===== src/rtl/ft245_fifo_drain_ctrl_pkg.sv =====
// ============================================================================
// Module   : ft245_fifo_drain_ctrl_pkg
// Purpose  : State encoding and timer helpers for the FT245 drain controller.
// Revision : 1.0
// ============================================================================
`default_nettype none

package ft245_fifo_drain_ctrl_pkg;

  localparam int TIMER_W = 4;

  typedef logic [TIMER_W-1:0] timer_t;

  typedef enum logic [2:0] {
    ST_IDLE     = 3'd0,
    ST_FETCH    = 3'd1,
    ST_LATCH    = 3'd2,
    ST_WAIT_TXE = 3'd3,
    ST_SETUP    = 3'd4,
    ST_STROBE   = 3'd5,
    ST_HOLD     = 3'd6,
    ST_RECOV    = 3'd7
  } state_t;

  // A state lasting N cycles loads N-1 and leaves when the timer reads zero.
  function automatic timer_t timer_load(input int cycles);
    return timer_t'(cycles - 1);
  endfunction

endpackage

`default_nettype wire


===== src/rtl/ft245_fifo_drain_ctrl_sync2_bit.sv =====
// ============================================================================
// Module   : sync2_bit
// Purpose  : Two-flop synchronizer with a parameterised reset value.
// Revision : 1.0
// ============================================================================
`default_nettype none

module sync2_bit #(
  parameter logic RST_VAL = 1'b1
) (
  input  logic clk_i,
  input  logic rst_i,
  input  logic d_i,
  output logic q_o
);

  logic meta_q;
  logic sync_q;

  always_ff @(posedge clk_i or posedge rst_i) begin
    if (rst_i) begin
      meta_q <= RST_VAL;
      sync_q <= RST_VAL;
    end else begin
      meta_q <= d_i;
      sync_q <= meta_q;
    end
  end

  assign q_o = sync_q;

endmodule

`default_nettype wire


===== src/rtl/ft245_fifo_drain_ctrl.sv =====
// ============================================================================
// Module   : ft245_fifo_drain_ctrl
// Purpose  : Pops bytes from a FIFO and writes them to an FT245 with timed WR.
// Revision : 1.0
// ============================================================================
`default_nettype none

module ft245_fifo_drain_ctrl
  import ft245_fifo_drain_ctrl_pkg::*;
#(
  parameter int DATA_WIDTH = 8,
  parameter int WR_SETUP   = 1,
  parameter int WR_PULSE   = 3,
  parameter int WR_HOLD    = 1,
  parameter int RECOV      = 4
) (
  input  logic                  rclk,
  input  logic                  rst,
  input  logic                  enable,
  input  logic                  fifo_empty,
  output logic                  fifo_rd,
  input  logic [DATA_WIDTH-1:0] fifo_dat,
  input  logic                  ft_txe_n,
  output logic                  ft_wr,
  output logic [DATA_WIDTH-1:0] ft_d,
  output logic                  ft_d_oe,
  output logic                  busy,
  output logic [15:0]           byte_cnt
);

  state_t                state_q;
  timer_t                timer_q;
  logic                  fifo_rd_q;
  logic                  ft_wr_q;
  logic [DATA_WIDTH-1:0] ft_d_q;
  logic                  ft_d_oe_q;
  logic                  busy_q;
  logic [15:0]           byte_cnt_q;
  logic                  txe_sync;
  logic                  txe_ok;

  sync2_bit #(
    .RST_VAL (1'b1)
  ) u_txe_sync (
    .clk_i (rclk),
    .rst_i (rst),
    .d_i   (ft_txe_n),
    .q_o   (txe_sync)
  );

  assign txe_ok = ~txe_sync;

  always_ff @(posedge rclk or posedge rst) begin
    if (rst) begin
      state_q    <= ST_IDLE;
      timer_q    <= '0;
      fifo_rd_q  <= 1'b0;
      ft_wr_q    <= 1'b0;
      ft_d_q     <= '0;
      ft_d_oe_q  <= 1'b0;
      busy_q     <= 1'b0;
      byte_cnt_q <= '0;
    end else begin
      fifo_rd_q <= 1'b0;
      case (state_q)
        ST_IDLE: begin
          if (enable && !fifo_empty) begin
            state_q   <= ST_FETCH;
            fifo_rd_q <= 1'b1;
            busy_q    <= 1'b1;
          end
        end
        ST_FETCH: state_q <= ST_LATCH;
        ST_LATCH: begin
          ft_d_q    <= fifo_dat;
          ft_d_oe_q <= 1'b1;
          state_q   <= ST_WAIT_TXE;
        end
        // Data is already on the bus here, so the cycle that sees txe_ok
        // doubles as the first setup cycle.
        ST_WAIT_TXE: begin
          if (txe_ok) begin
            if (WR_SETUP > 1) begin
              state_q <= ST_SETUP;
              timer_q <= timer_load(WR_SETUP - 1);
            end else begin
              state_q <= ST_STROBE;
              ft_wr_q <= 1'b1;
              timer_q <= timer_load(WR_PULSE);
            end
          end
        end
        ST_SETUP: begin
          if (timer_q == '0) begin
            state_q <= ST_STROBE;
            ft_wr_q <= 1'b1;
            timer_q <= timer_load(WR_PULSE);
          end else begin
            timer_q <= timer_q - timer_t'(1);
          end
        end
        ST_STROBE: begin
          if (timer_q == '0) begin
            state_q    <= ST_HOLD;
            ft_wr_q    <= 1'b0;
            byte_cnt_q <= byte_cnt_q + 16'd1;
            timer_q    <= timer_load(WR_HOLD);
          end else begin
            timer_q <= timer_q - timer_t'(1);
          end
        end
        ST_HOLD: begin
          if (timer_q == '0) begin
            state_q   <= ST_RECOV;
            ft_d_oe_q <= 1'b0;
            timer_q   <= timer_load(RECOV);
          end else begin
            timer_q <= timer_q - timer_t'(1);
          end
        end
        ST_RECOV: begin
          if (timer_q == '0) begin
            if (enable && !fifo_empty) begin
              state_q   <= ST_FETCH;
              fifo_rd_q <= 1'b1;
            end else begin
              state_q <= ST_IDLE;
              busy_q  <= 1'b0;
            end
          end else begin
            timer_q <= timer_q - timer_t'(1);
          end
        end
        default: begin
          state_q <= ST_IDLE;
          busy_q  <= 1'b0;
        end
      endcase
    end
  end

  assign fifo_rd  = fifo_rd_q;
  assign ft_wr    = ft_wr_q;
  assign ft_d     = ft_d_q;
  assign ft_d_oe  = ft_d_oe_q;
  assign busy     = busy_q;
  assign byte_cnt = byte_cnt_q;

endmodule

`default_nettype wire


===== config.mk =====
export PLATFORM = sky130hd
export DESIGN_NAME = ft245_fifo_drain_ctrl
export DESIGN_NICKNAME = d
export VERILOG_FILES = /design/src/rtl/ft245_fifo_drain_ctrl_pkg.sv /design/src/rtl/ft245_fifo_drain_ctrl_sync2_bit.sv /design/src/rtl/ft245_fifo_drain_ctrl.sv
export SDC_FILE = /design/constraint.sdc
export NUM_CORES = 1
export LEC_CHECK = 0
export ABC_AREA = 1
export CAP_MARGIN = 20
export CORE_MARGIN = 4
export CORE_UTILIZATION = 51
export DETAILED_ROUTE_END_ITERATION = 10
export PLACE_DENSITY = 0.82
export SLEW_MARGIN = 10
export SYNTH_ARGS = -nofsm -noshare
export SYNTH_HDL_FRONTEND = slang
export SYNTH_SLANG_ARGS = --single-unit
export TNS_END_PERCENT = 1

===== constraint.sdc =====
create_clock -name rclk -period 2.1 [get_ports rclk]
set_input_delay 0.42 -clock rclk [delete_from_list [all_inputs] [get_ports rclk]]
set_output_delay 0.42 -clock rclk [all_outputs]
set_load 0.01 [all_outputs]

---- After elaboration in Yosys (flattened, before gate mapping) ----
Cells that the tools add are included.
Widths: inputs -> output; s select.
storage, ports and cells
  register bits ........................... 37
  bits of input ports ..................... 13
  output and inout port bits .............. 28
cells by class
  $add $sub $neg .......................... 2
  equality and inequality tests ........... 15
  multiplexer cells ....................... 26
  reduce and logical (&&, ||, !) cells .... 14
operator list
  operator               number
  $pmux 3 s8             1
  $mux 4                 5
  $pmux 4 s5             1
  $mux 3                 6
  $add 16x1->16 const B  1
  $ne 2x2->1 const B     8
  $eq 3x3->1 const B     4
  $mux 1                 9
  $reduce_and 4->1       2
  $eq 3x2->1 const B     2
  $pmux 1 s2             3
  $reduce_and 6->1       1
  $reduce_bool 5->1      1
  $logic_not 4->1        1
  $reduce_and 2->1       2
  $reduce_bool 2->1      2
  $sub 4x1->4 const B    1
  $eq 3x1->1 const B     1
  $logic_not 3->1        1
  $pmux 1 s3             1
  $reduce_and 3->1       1
  $reduce_bool 3->1      1
  $logic_and 1x1->1      1
  $logic_not 1->1        1

---- Depth between registers and ports, before layout ----
  depth in word-level cells ............... 5
  depth in mapped cells ................... 10

---- Cells and area by module ----
Synthesis repeated with hierarchy kept, for this count alone.
unflattened totals
  cells, all modules ...................... 228
  area total of the unflattened synthesis .. 1951.9 µm²
modules (own cells, without submodules)
  module                 times used  cells an instance  area an instance (µm²)  seq. area each (µm²)
  ft245_fifo_drain_ctrl  1           225                1895.6                  875.8
  sync2_bit              1           3                  56.3                    52.6

---- Least setup slack after synthesis ----
OpenSTA, ideal clock, no wires.
  path kind ............................... reg-to-reg
  start ................................... reg timer_q[0]
  end ..................................... reg byte_cnt_q[11] (netlist: byte_cnt[11])
  arrival time ............................ 1.328 ns
  data required time ...................... 1.974 ns
  setup slack ............................. 0.646 ns
  cell stages (with the launch flop) ...... 7
  buffers on the path ..................... 0
  cell sequence ........................... dfrtp_1 -> inv_1 -> ha_1 -> nand2_1 -> nor2_1 -> nand4_1 -> xnor2_1
on the way
  word-level cells in the longest chain between the ends .. 2
ends and longest elaborated chain
  element                            RTL line                      text
  start, declared                    ft245_fifo_drain_ctrl.sv:32   timer_t timer_q;
  start signal, assigned             ft245_fifo_drain_ctrl.sv:85   timer_q <= timer_load(WR_SETUP - 1);
  start signal, assigned             ft245_fifo_drain_ctrl.sv:89   timer_q <= timer_load(WR_PULSE);
  start signal, assigned             ft245_fifo_drain_ctrl.sv:97   timer_q <= timer_load(WR_PULSE);
  $logic_not 4->1                    ft245_fifo_drain_ctrl.sv:103  if (timer_q == '0) begin
  $reduce_and 2->1 (no source line)  n/a
  end signal, assigned               ft245_fifo_drain_ctrl.sv:106  byte_cnt_q <= byte_cnt_q + 16'd1;
  end, declared                      ft245_fifo_drain_ctrl.sv:38   logic [15:0] byte_cnt_q;
No other way between the ends.
A chain may end at the register's enable or synchronous reset.

---- Final worst setup path ----
Same ends and word-level chain as after synthesis.

==> flow_summary.json <==
{
  "yosysWarnings": 0,
  "synth_edf_count": 0,
  "reg2reg_from": "timer_q[0]",
  "end_kind": "flop",
  "worstPathCellList": "inv_1 > ha_1 > nand2_1 > nor2_1 > nand4_1 > xnor2_1",
  "fin_crit_sh": 0.8514,
  "skew_ps": 2.773,
  "min_period_ps": 1788,
  "start_util": 0.5312,
  "first_pass_iters": 5,
  "insertedDiodeCount": 0,
  "synth.distinct_cells": 23,
  "synth_adder_area_share": 0.05109,
  "hold_path_class": "reg -> reg",
  "r2r_end": "byte_cnt[11]",
  "antenna_found_initial": 0,
  "holdWs_ps": 359.0,
  "synth_compound_area_frac": 0.02937,
  "outcome": "finished clean",
  "cap_violations": 0,
  "leakagePower_uw": 0.001291,
  "core_um2": 3689,
  "cts_tree": "built",
  "cp_data_arrival_time_ps": 1970,
  "async_flop_share": 1.000,
  "clock_latency_ps": 290,
  "synthSimpleGateAreaFrac": 0.2848,
  "cts_resized": 0,
  "muxShareOfSynthArea": 0.04598,
  "hold_violations": 0,
  "dr_total_vias": 1653,
  "slowest_delay_ps": 370,
  "grt_pass1_vias": 1615,
  "numCtsBuffers": 5,
  "n_fill_cell": 307,
  "maxSlewViolCount": 0,
  "critical_path.top_delay_family": "simple AND/OR/NAND/NOR gates",
  "synth_top_area_frac": 0.4470,
  "setup_viol": 0,
  "area_delta_synth_final_pct": 30.72,
  "synth.area.top_cells": "dfrtp_1 (45%), nand2_1 (14%), inv_1 (6.3%)",
  "die_area_um2": 4898,
  "slew_headroom": 0.6809,
  "ios": 41,
  "intPower_uw": 2084,
  "grt_use_total": 0.1769,
  "powerDensity_nw_per_um2": 1299,
  "cts_buffer_depth": 2,
  "timing.fmax_mhz": 559.3,
  "row_count": 22,
  "power_frac_clock": 0.220,
  "cts_hold_buf": 0,
  "gr-total-overflow": 0,
  "critPathBufInv": 1,
  "final_nets": 302,
  "start_kind": "flop",
  "drt_iter0_markers": 122,
  "drive_gt1_frac": 0.09929,
  "clkTransAtPathRegs_ps": 80,
  "synth_xor_area_frac": 0.04917,
  "min_path_cells": 0,
  "min_to": "u_txe_sync.q_o",
  "die_y_um": 69.99,
  "grt_max_degree": 38,
  "port_buffers": 40,
  "synth_top_family_by_area": "simple AND/OR/NAND/NOR gates",
  "worstMarginPinSlew_ps": 476.9,
  "irDropWorstVdd_mv": 0.8529,
  "setup_tns_ps": 0,
  "slowest_stage": "dfrtp_1",
  "rr_worst_depth": 6,
  "p_comb_frac": 0.451,
  "dp_hpwl_um": 2939,
  "synth_nets": 254,
  "final_antenna_net_count": 0,
  "synth_seq_cells": 37,
  "routed_wirelength_um": 3983,
  "fp.dieW_um": 69.99,
  "grt_first_pass_wirelength_um": 7003,
  "min-delay-start": "u_txe_sync.meta_q",
  "clock_sinks": 37,
  "wl_per_cell_um": 12.07,
  "synthCells": 233,
  "root_buffer": "clkbuf_8",
  "synth_area_um2": 1959,
  "via_per_inst": 5.009,
  "cts_htree_levels": 2,
  "postCtsSetupBuffers": 0,
  "synth_top_area_cell": "dfrtp_1",
  "switching_power_uw": 1244,
  "p_seq_frac": 0.328,
  "switching_share": 0.3737,
  "regToRegSetupSlack_ps": 310,
  "rsz0062_at_grt": "false",
  "avgSynthCellArea_um2": 8.409,
  "drc": 0,
  "cp_max_fo": 5,
  "critPathKind": "reg -> reg",
  "synth-main-ff-cell": "dfrtp_1",
  "path_depth": 6,
  "cp.required_ps": 2280,
  "ys_seq_area_frac": 0.4738,
  "gp_congestion": 0.8333
}
how the worst max path moves through the flow:
stage	from	endpoint
after CTS	timer_q[0]	byte_cnt[11]
final	timer_q[0]	byte_cnt[11]
after detailed placement	timer_q[0]	byte_cnt[11]
after global placement	timer_q[0]	byte_cnt[11]
after floorplan	timer_q[0]	byte_cnt[11]
after global routing	timer_q[0]	byte_cnt[11]
worst register-to-register path, cell delays in order (launching register included):
cell	delay, ps
dfrtp_1	370
inv_1	140
ha_1	320
nand2_1	180
nor2_1	330
nand4_1	180
xnor2_1	170
Yosys cell counts, types with 2 or more instances:
master and number:
nand2_1 71, dfrtp_1 35, inv_1 33, nor2_1 20
nand3_1 13, ha_1 8, mux2_2 8, nand4_1 7
xnor2_1 6, o21ai_0 5, xor2_1 5, nor3_1 4
a21oi_1 3, nand2_2 3, dfstp_2 2, nor2_2 2
o21ai_1 2
logic make-up (layout without fill, tap and decap cells):
kind of cell | count (synthesis) | after routing
xor gates and xnor gates | 11 | 11
and+or+nand+nor | 124 | 124
muxes | 8 | 8
adders and majority gates | 8 | 8
AOI/OAI and AO/OA | 11 | 11
DFF | 37 | 37
buffers and inverters | 34 | 83
routing by layer:
layer  wire (um)  vias up  track usage
li1            -      823            -
met1        1722      766       0.2229
met2        1908       55       0.2749
met3         280        9      0.06475
met4          72        0      0.07021
met5           0        -            0
cell usage in the layout, fill, tap and decap left out:
cell type and instances:
nor2_4 1, xnor2_1 6, bufinv_16 2, nor2_8 1
nand3_1 13, a21oi_1 3, clkinv_2 2, o21ai_1 2
buf_4 1, nand3b_1 1, dfstp_2 2, o21ai_0 5
clkbuf_8 5, nand2_2 3, nor2_2 2, dfrtp_1 35
mux2_2 8, nor2_1 20, inv_1 33, ha_1 8
xor2_1 5, nand4_1 7, o211ai_1 1, clkdlybuf4s50_1 40
nor3_1 4, nand2_1 71, nand3_4 1
flip-flops by register name, summed over array words and instances (netlist names):
register,flops
busy,1
byte_cnt,16
fifo_rd,1
ft_d,8
ft_d_oe,1
ft_wr,1
state_q,3
timer_q,4
u_txe_sync.meta_q,1
u_txe_sync.q_o,1
per-stage QoR:
| step | std cells | utilization | total power (uW) | worst slack [ps] | instance area, um^2 |
|---|---|---|---|---|---|
| after floorplan | 233 | - | 2081 | 646.1 | 1959 |
| after global placement | 322 | 0.6581 | 2557 | 340.4 | 2427 |
| after detailed placement | 322 | 0.6581 | 2604 | 347.6 | 2427 |
| after CTS | 330 | 0.6944 | 3350 | 319.4 | 2561 |
| after global routing | 330 | 0.6944 | 3600 | 148.7 | 2561 |
| final | 330 | 0.6944 | 3328 | 312.1 | 2561 |
power by group through the flow:
| stage | Sequential [uW] | Clock, uW | Combinational [uW] |
|---|---|---|---|
| after floorplan | 1140 | 0 | 938 |
| after global placement | 1090 | 0 | 1470 |
| after detailed placement | 1100 | 0 | 1500 |
| after CTS | 1090 | 745 | 1510 |
| after global routing | 1130 | 781 | 1690 |
| final | 1090 | 734 | 1500 |
area by class of cell:
cell class                 count  area, um^2  share of cell area
inverter                      34       128.9             0.05032
multi-input combinational    162       902.1              0.3522
tap                           48       60.06             0.02345
clock buffer                   5       68.82             0.02687
timing repair buffer          41       407.9              0.1593
sequential                    37       928.4              0.3625
clock inverter                 3       65.06             0.02540
(Power assumes the default switching activity.)
